--- config.mk ---
export PLATFORM = sky130hd
export DESIGN_NAME = jpeg_bit_packer
export DESIGN_NICKNAME = d
export VERILOG_FILES = /design/src/rtl/jpeg_bit_packer.sv
export SDC_FILE = /design/constraint.sdc
export NUM_CORES = 1
export LEC_CHECK = 0
export ABC_CLOCK_PERIOD_IN_PS = 5700
export BUFFER_PORTS_ARGS = -buffer_cell sky130_fd_sc_hd__buf_2
export CAP_MARGIN = 20
export CORE_UTILIZATION = 62
export DETAILED_ROUTE_END_ITERATION = 8
export PLACE_DENSITY = 0.86
export SLEW_MARGIN = 10
export SYNTH_ARGS = -nofsm -noshare
export SYNTH_HDL_FRONTEND = slang
export SYNTH_SLANG_ARGS = --single-unit
--- constraint.sdc ---
create_clock -name clock -period 5.7 [get_ports clock]
set_clock_uncertainty 0.1 [all_clocks]
set_input_delay 0.285 -clock clock [delete_from_list [all_inputs] [get_ports clock]]
set_output_delay 0.285 -clock clock [all_outputs]
set_load 0.01 [all_outputs]
--- src/rtl/jpeg_bit_packer.sv ---
// Packs right-aligned variable-length Huffman codes MSB-first into a byte stream,
// inserting a 0x00 after every 0xFF and padding the last partial byte with 1s on flush.
module jpeg_bit_packer (
    input  logic        clock,
    input  logic        reset_n,
    input  logic        code_valid,
    output logic        code_ready,
    input  logic [15:0] code_bits,
    input  logic [4:0]  code_len,
    input  logic        flush,
    output logic        byte_valid,
    output logic [7:0]  byte_data,
    input  logic        byte_ready,
    output logic        flush_done
);

    localparam int unsigned CODE_W = 16;
    localparam int unsigned LEN_W  = 5;
    localparam int unsigned ACC_W  = 32;
    localparam int unsigned FILL_W = 6;
    localparam int unsigned BYTE_W = 8;

    typedef enum logic [1:0] {RUN, PAD, DRAIN, DONE} state_t;

    state_t              state, state_nxt;
    logic [ACC_W-1:0]    acc, acc_shift, acc_pack, acc_nxt, placed, pad_mask;
    logic [FILL_W-1:0]   fill, fill_shift, fill_pack, fill_up, fill_nxt, place_sh;
    logic                stuff_pending;
    logic                out_free, do_stuff, do_extract, accept;
    logic [LEN_W-1:0]    len_eff;
    logic [CODE_W-1:0]   code_mask, code_masked;

    assign code_ready = (state == RUN) && (fill <= FILL_W'(16));

    // Byte extraction uses pre-edge fill; code placement and padding use the post-shift view.
    always_comb begin
        out_free    = !byte_valid || byte_ready;
        do_stuff    = out_free && stuff_pending;
        do_extract  = out_free && !stuff_pending && (fill >= FILL_W'(8));
        accept      = code_valid && code_ready;
        len_eff     = (code_len > LEN_W'(16)) ? LEN_W'(16) : code_len;
        code_mask   = CODE_W'((17'h1 << len_eff) - 17'h1);
        code_masked = code_bits & code_mask;

        acc_shift   = do_extract ? {acc[ACC_W-BYTE_W-1:0], BYTE_W'(0)} : acc;
        fill_shift  = do_extract ? (fill - FILL_W'(8)) : fill;

        place_sh    = FILL_W'(32) - fill_shift - FILL_W'(len_eff);
        placed      = accept ? ({{(ACC_W-CODE_W){1'b0}}, code_masked} << place_sh) : '0;
        acc_pack    = acc_shift | placed;
        fill_pack   = accept ? (fill_shift + FILL_W'(len_eff)) : fill_shift;

        // Ones from the current fill point up to the next byte boundary.
        fill_up     = (fill_pack + FILL_W'(7)) & FILL_W'(6'b111000);
        pad_mask    = (32'hFFFF_FFFF >> fill_pack) & ~(32'hFFFF_FFFF >> fill_up);

        acc_nxt     = acc_pack;
        fill_nxt    = fill_pack;
        if (state == PAD) begin
            acc_nxt  = acc_pack | pad_mask;
            fill_nxt = fill_up;
        end
    end

    always_comb begin
        state_nxt = state;
        case (state)
            RUN:     if (flush) state_nxt = PAD;
            PAD:     state_nxt = DRAIN;
            DRAIN:   if ((fill == '0) && !stuff_pending && !byte_valid) state_nxt = DONE;
            DONE:    state_nxt = RUN;
            default: state_nxt = RUN;
        endcase
    end

    always_ff @(posedge clock or negedge reset_n) begin
        if (!reset_n) begin
            state <= RUN;
        end else begin
            state <= state_nxt;
        end
    end

    // Accumulator, output byte register and stuff tracking.
    always_ff @(posedge clock or negedge reset_n) begin
        if (!reset_n) begin
            acc           <= '0;
            fill          <= '0;
            stuff_pending <= 1'b0;
            byte_valid    <= 1'b0;
            byte_data     <= '0;
            flush_done    <= 1'b0;
        end else begin
            acc        <= acc_nxt;
            fill       <= fill_nxt;
            flush_done <= (state_nxt == DONE);
            if (do_stuff) begin
                byte_data     <= '0;
                byte_valid    <= 1'b1;
                stuff_pending <= 1'b0;
            end else if (do_extract) begin
                byte_data     <= acc[ACC_W-1 -: BYTE_W];
                byte_valid    <= 1'b1;
                stuff_pending <= (acc[ACC_W-1 -: BYTE_W] == 8'hFF);
            end else if (out_free) begin
                byte_valid    <= 1'b0;
            end
        end
    end

endmodule

* Word-level counts from Yosys, hierarchy flattened
Cells that the tools add are included.
Operators by class: add/subtract/negate cells 6, $lt $le $gt $ge 3, equality and inequality tests 5, shift-type cells 4, mux-type cells 17, bitwise logic cells 5, reductions and logical operators 14
Operators by type and width (count):
- $mux W32 | 3
- $or A32 B32 Y32 | 2
- $shr A32 B6 Y32 const A | 2
- $and A32 B32 Y32 | 1
- $not A32 Y32 | 1
- $shl A16 B6 Y32 | 1
- $mux W6 | 3
- $and A16 B16 Y16 | 1
- $mux W8 | 2
- $shl A1 B5 Y16 const A | 1
- $sub A16 B1 Y16 const B | 1
- $eq A8 B8 Y1 const B | 1
- $pmux W2 S4 | 1
- $logic_and A1 B1 Y1 | 7
- $add A6 B3 Y6 const B | 1
- $add A6 B5 Y6 | 1
- $eq A2 B2 Y1 const B | 3
- $ge A6 B4 Y1 const B | 1
- $le A6 B5 Y1 const B | 1
- $logic_not A6 Y1 | 1
- $sub A6 B4 Y6 const B | 1
- $sub A6 B5 Y6 | 1
- $sub A6 B6 Y6 const A | 1
- $gt A5 B5 Y1 const B | 1
- 9 further kinds | 15
Word-level totals: bits in registers 51, bits of input ports 26, output and inout port bits 11, word-level logic and storage cells 61

* Longest topological paths before layout
depth after elaboration 13, depth in mapped cells 19

* Least setup slack after synthesis
OpenSTA, ideal clock, no wires.
path kind register to register, start point register fill[4], end point register acc[21], arrival time 3787 ps, required time 5471 ps, slack 1684 ps, stages on the path, launching flop included 20, cell sequence dfrtp_1 inv_1 ha_1 nor4b_2 o211ai_2 o21ai_1 inv_1 ha_1 nor3b_1 nor3b_2 a21o_1 buf_2 nand2_1 nor2_1 ha_1 inv_1 nor4_2 a211oi_1 and2_4 a2111o_1
Between the ends: word-level cells in the longest chain between the ends 11, elaborated cells on any way between the ends 22, those cells by class 5 x add/sub; 2 x order compare; 3 x shift; 5 x mux; 4 x bitwise; 3 x reduce/logical
RTL lines:
- start, declared | RTL line 27 | logic [FILL_W-1:0] fill, fill_shift, fill_pack, fill_up, fill_nxt, place_sh;
- start signal, assigned | RTL line 95 | fill <= fill_nxt;
- $ge A6 B4 Y1 | RTL line 39 | do_extract = out_free && !stuff_pending && (fill >= FILL_W'(8));
- $logic_and A1 B1 Y1 | RTL line 39
- $mux W6 | RTL line 46 | fill_shift = do_extract ? (fill - FILL_W'(8)) : fill;
- $add A6 B5 Y6 | RTL line 51 | fill_pack = accept ? (fill_shift + FILL_W'(len_eff)) : fill_shift;
- $mux W6 | RTL line 51
- $add A6 B3 Y6 | RTL line 54 | fill_up = (fill_pack + FILL_W'(7)) & FILL_W'(6'b111000);
- $shr A32 B6 Y32 | RTL line 55 | pad_mask = (32'hFFFF_FFFF >> fill_pack) & ~(32'hFFFF_FFFF >> fill_up);
- $not A32 Y32 | RTL line 55
- $and A32 B32 Y32 | RTL line 55
- $or A32 B32 Y32 | RTL line 60 | acc_nxt = acc_pack | pad_mask;
- $mux W32 (*) | RTL line 59 | if (state == PAD) begin
- net acc_nxt[21] | RTL line 26 | logic [ACC_W-1:0] acc, acc_shift, acc_pack, acc_nxt, placed, pad_mask;
- end signal, assigned | RTL line 94 | acc <= acc_nxt;
- end, declared | RTL line 26
Mark *: on every way through the listed nets, which the timed path passes. The rest lies on a longest branch. A chain may end at the register's enable or synchronous reset.

* Worst setup path after layout
Same ends and word-level chain as after synthesis.

==> flow_summary.yaml <==
hold_path:
  whs_path_depth: 3
  hp-class: "in2reg"
timing:
  worst_pin_slew_ns: 1.03
  finalCritPeriodShare_pct: 80.8
  drv_slew: 0
  fmax_ghz: 0.217
  setup-violations-final: 0
  hold_viol: 0
  hold_slack_ns: 0.181
  rsz0062_at_grt: "no"
  relSlewSlack_pct: 31.2
  fin_tns_setup_ns: 0
  fin_crit_ns: 4.61
cts:
  cts-htree-levels: 2
  cts_tree: "yes"
  clockBufferDepth: 2
  cts.sinks: 51
  cts_made_buffers: 5
  cts_setup_buffers: 0
  clkLatencyLatePin_ns: 0.32
  clock-root-buffer: "clkbuf_8"
  path_clk_slew_ns: 0.11
synthesis:
  synth_nets: 642
  yosysMostFrequentCell: "nor2_1"
  yosysTopAreaCell: "dfrtp_1"
  syn_area_sq_um: 4680
  synth_top_area_share_pct: 27.3
  synth.top_cells.by_count: "nor2_1, nand2_1, dfrtp_1"
  async_flop_share_pct: 100
  yosysSeqAreaShare_pct: 27.3
  synth_edf_count: 0
  yosys_warnings: 0
  ys_ff_latch: 51
  synth_ff_type: "dfrtp_1"
  ys_types: 75
  synth.avg_cell_area_sq_um: 7.89
  synth_cells: 593
  yosys-top-cells-area: "dfrtp_1, nor2_1, ha_1"
route:
  vias_per_cell: 6.97
  drt_iter0_drc: 483
  wire_per_inst_um: 20.2
  postRouteAntennaNets: 0
  drt-total-wl_mm: 14.3
  drc: 0
  vias: 4928
  firstDrtPassIters: 7
outcome:
  status: "complete, no violations"
pwr:
  p_sw_share_pct: 54.3
  pwr-share-clk_pct: 8.5
  p_comb_share_pct: 72.0
  seq_power_share_pct: 19.5
  power_density_nw_per_um2: 666
  max-vdd-ir-drop_uv: 481
  switchingPower_mw: 1.82
  p_int_mw: 1.53
  p_leak_nw: 2.21
layout:
  finalNonFillerCells: 707
  final_nets: 656
  post-route-util_pct: 69.3
  antenna_cells: 0
  area_growth_pct: 7.44
  drive_gt1_share_pct: 11.7
worst_setup_path:
  worstSetupPathType: "reg2reg"
  cp.required_ns: 5.81
  cp-end-kind: "register"
  reg2reg_depth: 18
  path_max_fanout: 10
  start_kind: "register"
  cp_data_arrival_time_ns: 4.72
floorplan:
  rows: 31
  fp.coreArea_sq_um: 7250
  die_h_um: 88.9
  dieArea_sq_um: 7900
  io_pins: 37
  start_util_pct: 64.5
  die_x_um: 88.9
global_routing:
  grt_pass1_wl_mm: 22.6
  grt_usage_pct: 37.9
  grt.overflow.total: 0
  grt_pass1_vias: 4475
  antenna_found_initial: 0
  grt_max_degree: 52
run:
  drv_cap: 0
placed_design:
  gp_congestion: 1.02
  dpl.hpwl_mm: 10.6
  placedCellCount: 697
  numPortBuffers: 36
[timing repair]
item,4_1_cts,5_1_grt
hold buffers,0,1
gates resized for setup,0,0
hold endpoints to repair,0,51
[layout by cell type (no fill, tap or decap), types with 10 or more instances in the layout]
| cell | count |
|---|---|
| inv_1 | 22 |
| buf_2 | 35 |
| dfrtp_1 | 51 |
| a21oi_1 | 26 |
| nor2_1 | 82 |
| o21ai_0 | 20 |
| o221ai_1 | 12 |
| mux2i_1 | 18 |
| nand3_1 | 24 |
| a31oi_1 | 13 |
| nand2_1 | 56 |
| ha_1 | 21 |
| a22o_1 | 10 |
| nor3_1 | 11 |
[area by class of cell]
class                      instances  area, sq um
multi-input combinational        480         3160
fill                             628         2230
sequential                        51         1280
timing repair buffer              45          253
tap                               99          124
inverter                          24         90.1
clock buffer                       6         82.6
clock inverter                     2         38.8
[per-layer routing]
layer	global-route usage, %	part of all wire (%)	vias up
li1	-	-	2247
met3	7.84	9.8	53
met5	0	0	-
met4	13.6	3.1	0
met1	48.7	40	2303
met2	63.1	47	325
[sequential cells by signal, indices dropped and copies added (netlist names)]
register	cells
acc	32
byte_valid	1
fill	6
state	2
stuff_pending	1
flush_done	1
byte_data	8
[through the flow]
step                power, mW  cell area (sq um)  worst slack [ns]
CTS                      3.24               5000              1.23
detailed placement       2.96               4880              1.25
finish                   3.34               5020              1.09
global placement         2.90               4880              1.49
floorplan                2.34               4680              1.68
global route             3.54               5020             0.805
[power groups by stage]
stage                     Combinational (mW)  Sequential, mW  Clock (mW)
after global placement                  2.26           0.643           0
after CTS                               2.32           0.647       0.280
final                                   2.41           0.653       0.284
after floorplan                         1.71           0.629           0
after global routing                    2.58           0.670       0.294
after detailed placement                2.30           0.654           0
[path summary, 6_finish.rpt]
check | slack [ns] | from | end
max | 1.09 | fill[4]$_DFF_PN0_ | acc[21]$_DFF_PN0_
min | 0.18 | flush | state[0]$_DFF_PN0_
max reg2reg | 1.09 | fill[4]$_DFF_PN0_ | acc[21]$_DFF_PN0_
min reg2reg | 0.41 | byte_data[3]$_DFFE_PN0P_ | byte_data[3]$_DFFE_PN0P_
max in group asynchronous | 4.61 | reset_n | acc[14]$_DFF_PN0_
min in group asynchronous | 0.44 | reset_n | fill[5]$_DFF_PN0_
[worst max-delay path, stage by stage (launching register included)]
cell and delay [ns]:
dfrtp_1 0.44, inv_1 0.10, ha_1 0.13, nor4b_2 0.32, o211ai_2 0.13, o21ai_1 0.29
inv_1 0.09, ha_1 0.34, nor3b_1 0.36, nor3b_2 0.10, a21o_1 0.30, nand2_1 0.28
nor2_1 0.07, ha_1 0.34, inv_1 0.08, nor4_2 0.31, a211oi_1 0.14, and2_4 0.23
a2111o_1 0.36
[cell families (layout without fill, tap and decap cells)]
| logic type | Yosys count | after routing | share of synthesized area (%) |
|---|---|---|---|
| and+or+nand+nor | 237 | 237 | 24.7 |
| xor gates and xnor gates | 11 | 11 | 2.06 |
| buffers and inverters | 62 | 77 | 5.24 |
| muxes | 23 | 23 | 5.06 |
| adders and majority gates | 23 | 23 | 6.47 |
| DFF | 51 | 51 | 27.3 |
| AOI/OAI and AO/OA | 186 | 186 | 29.1 |
Power figures use the tool's default switching activity.
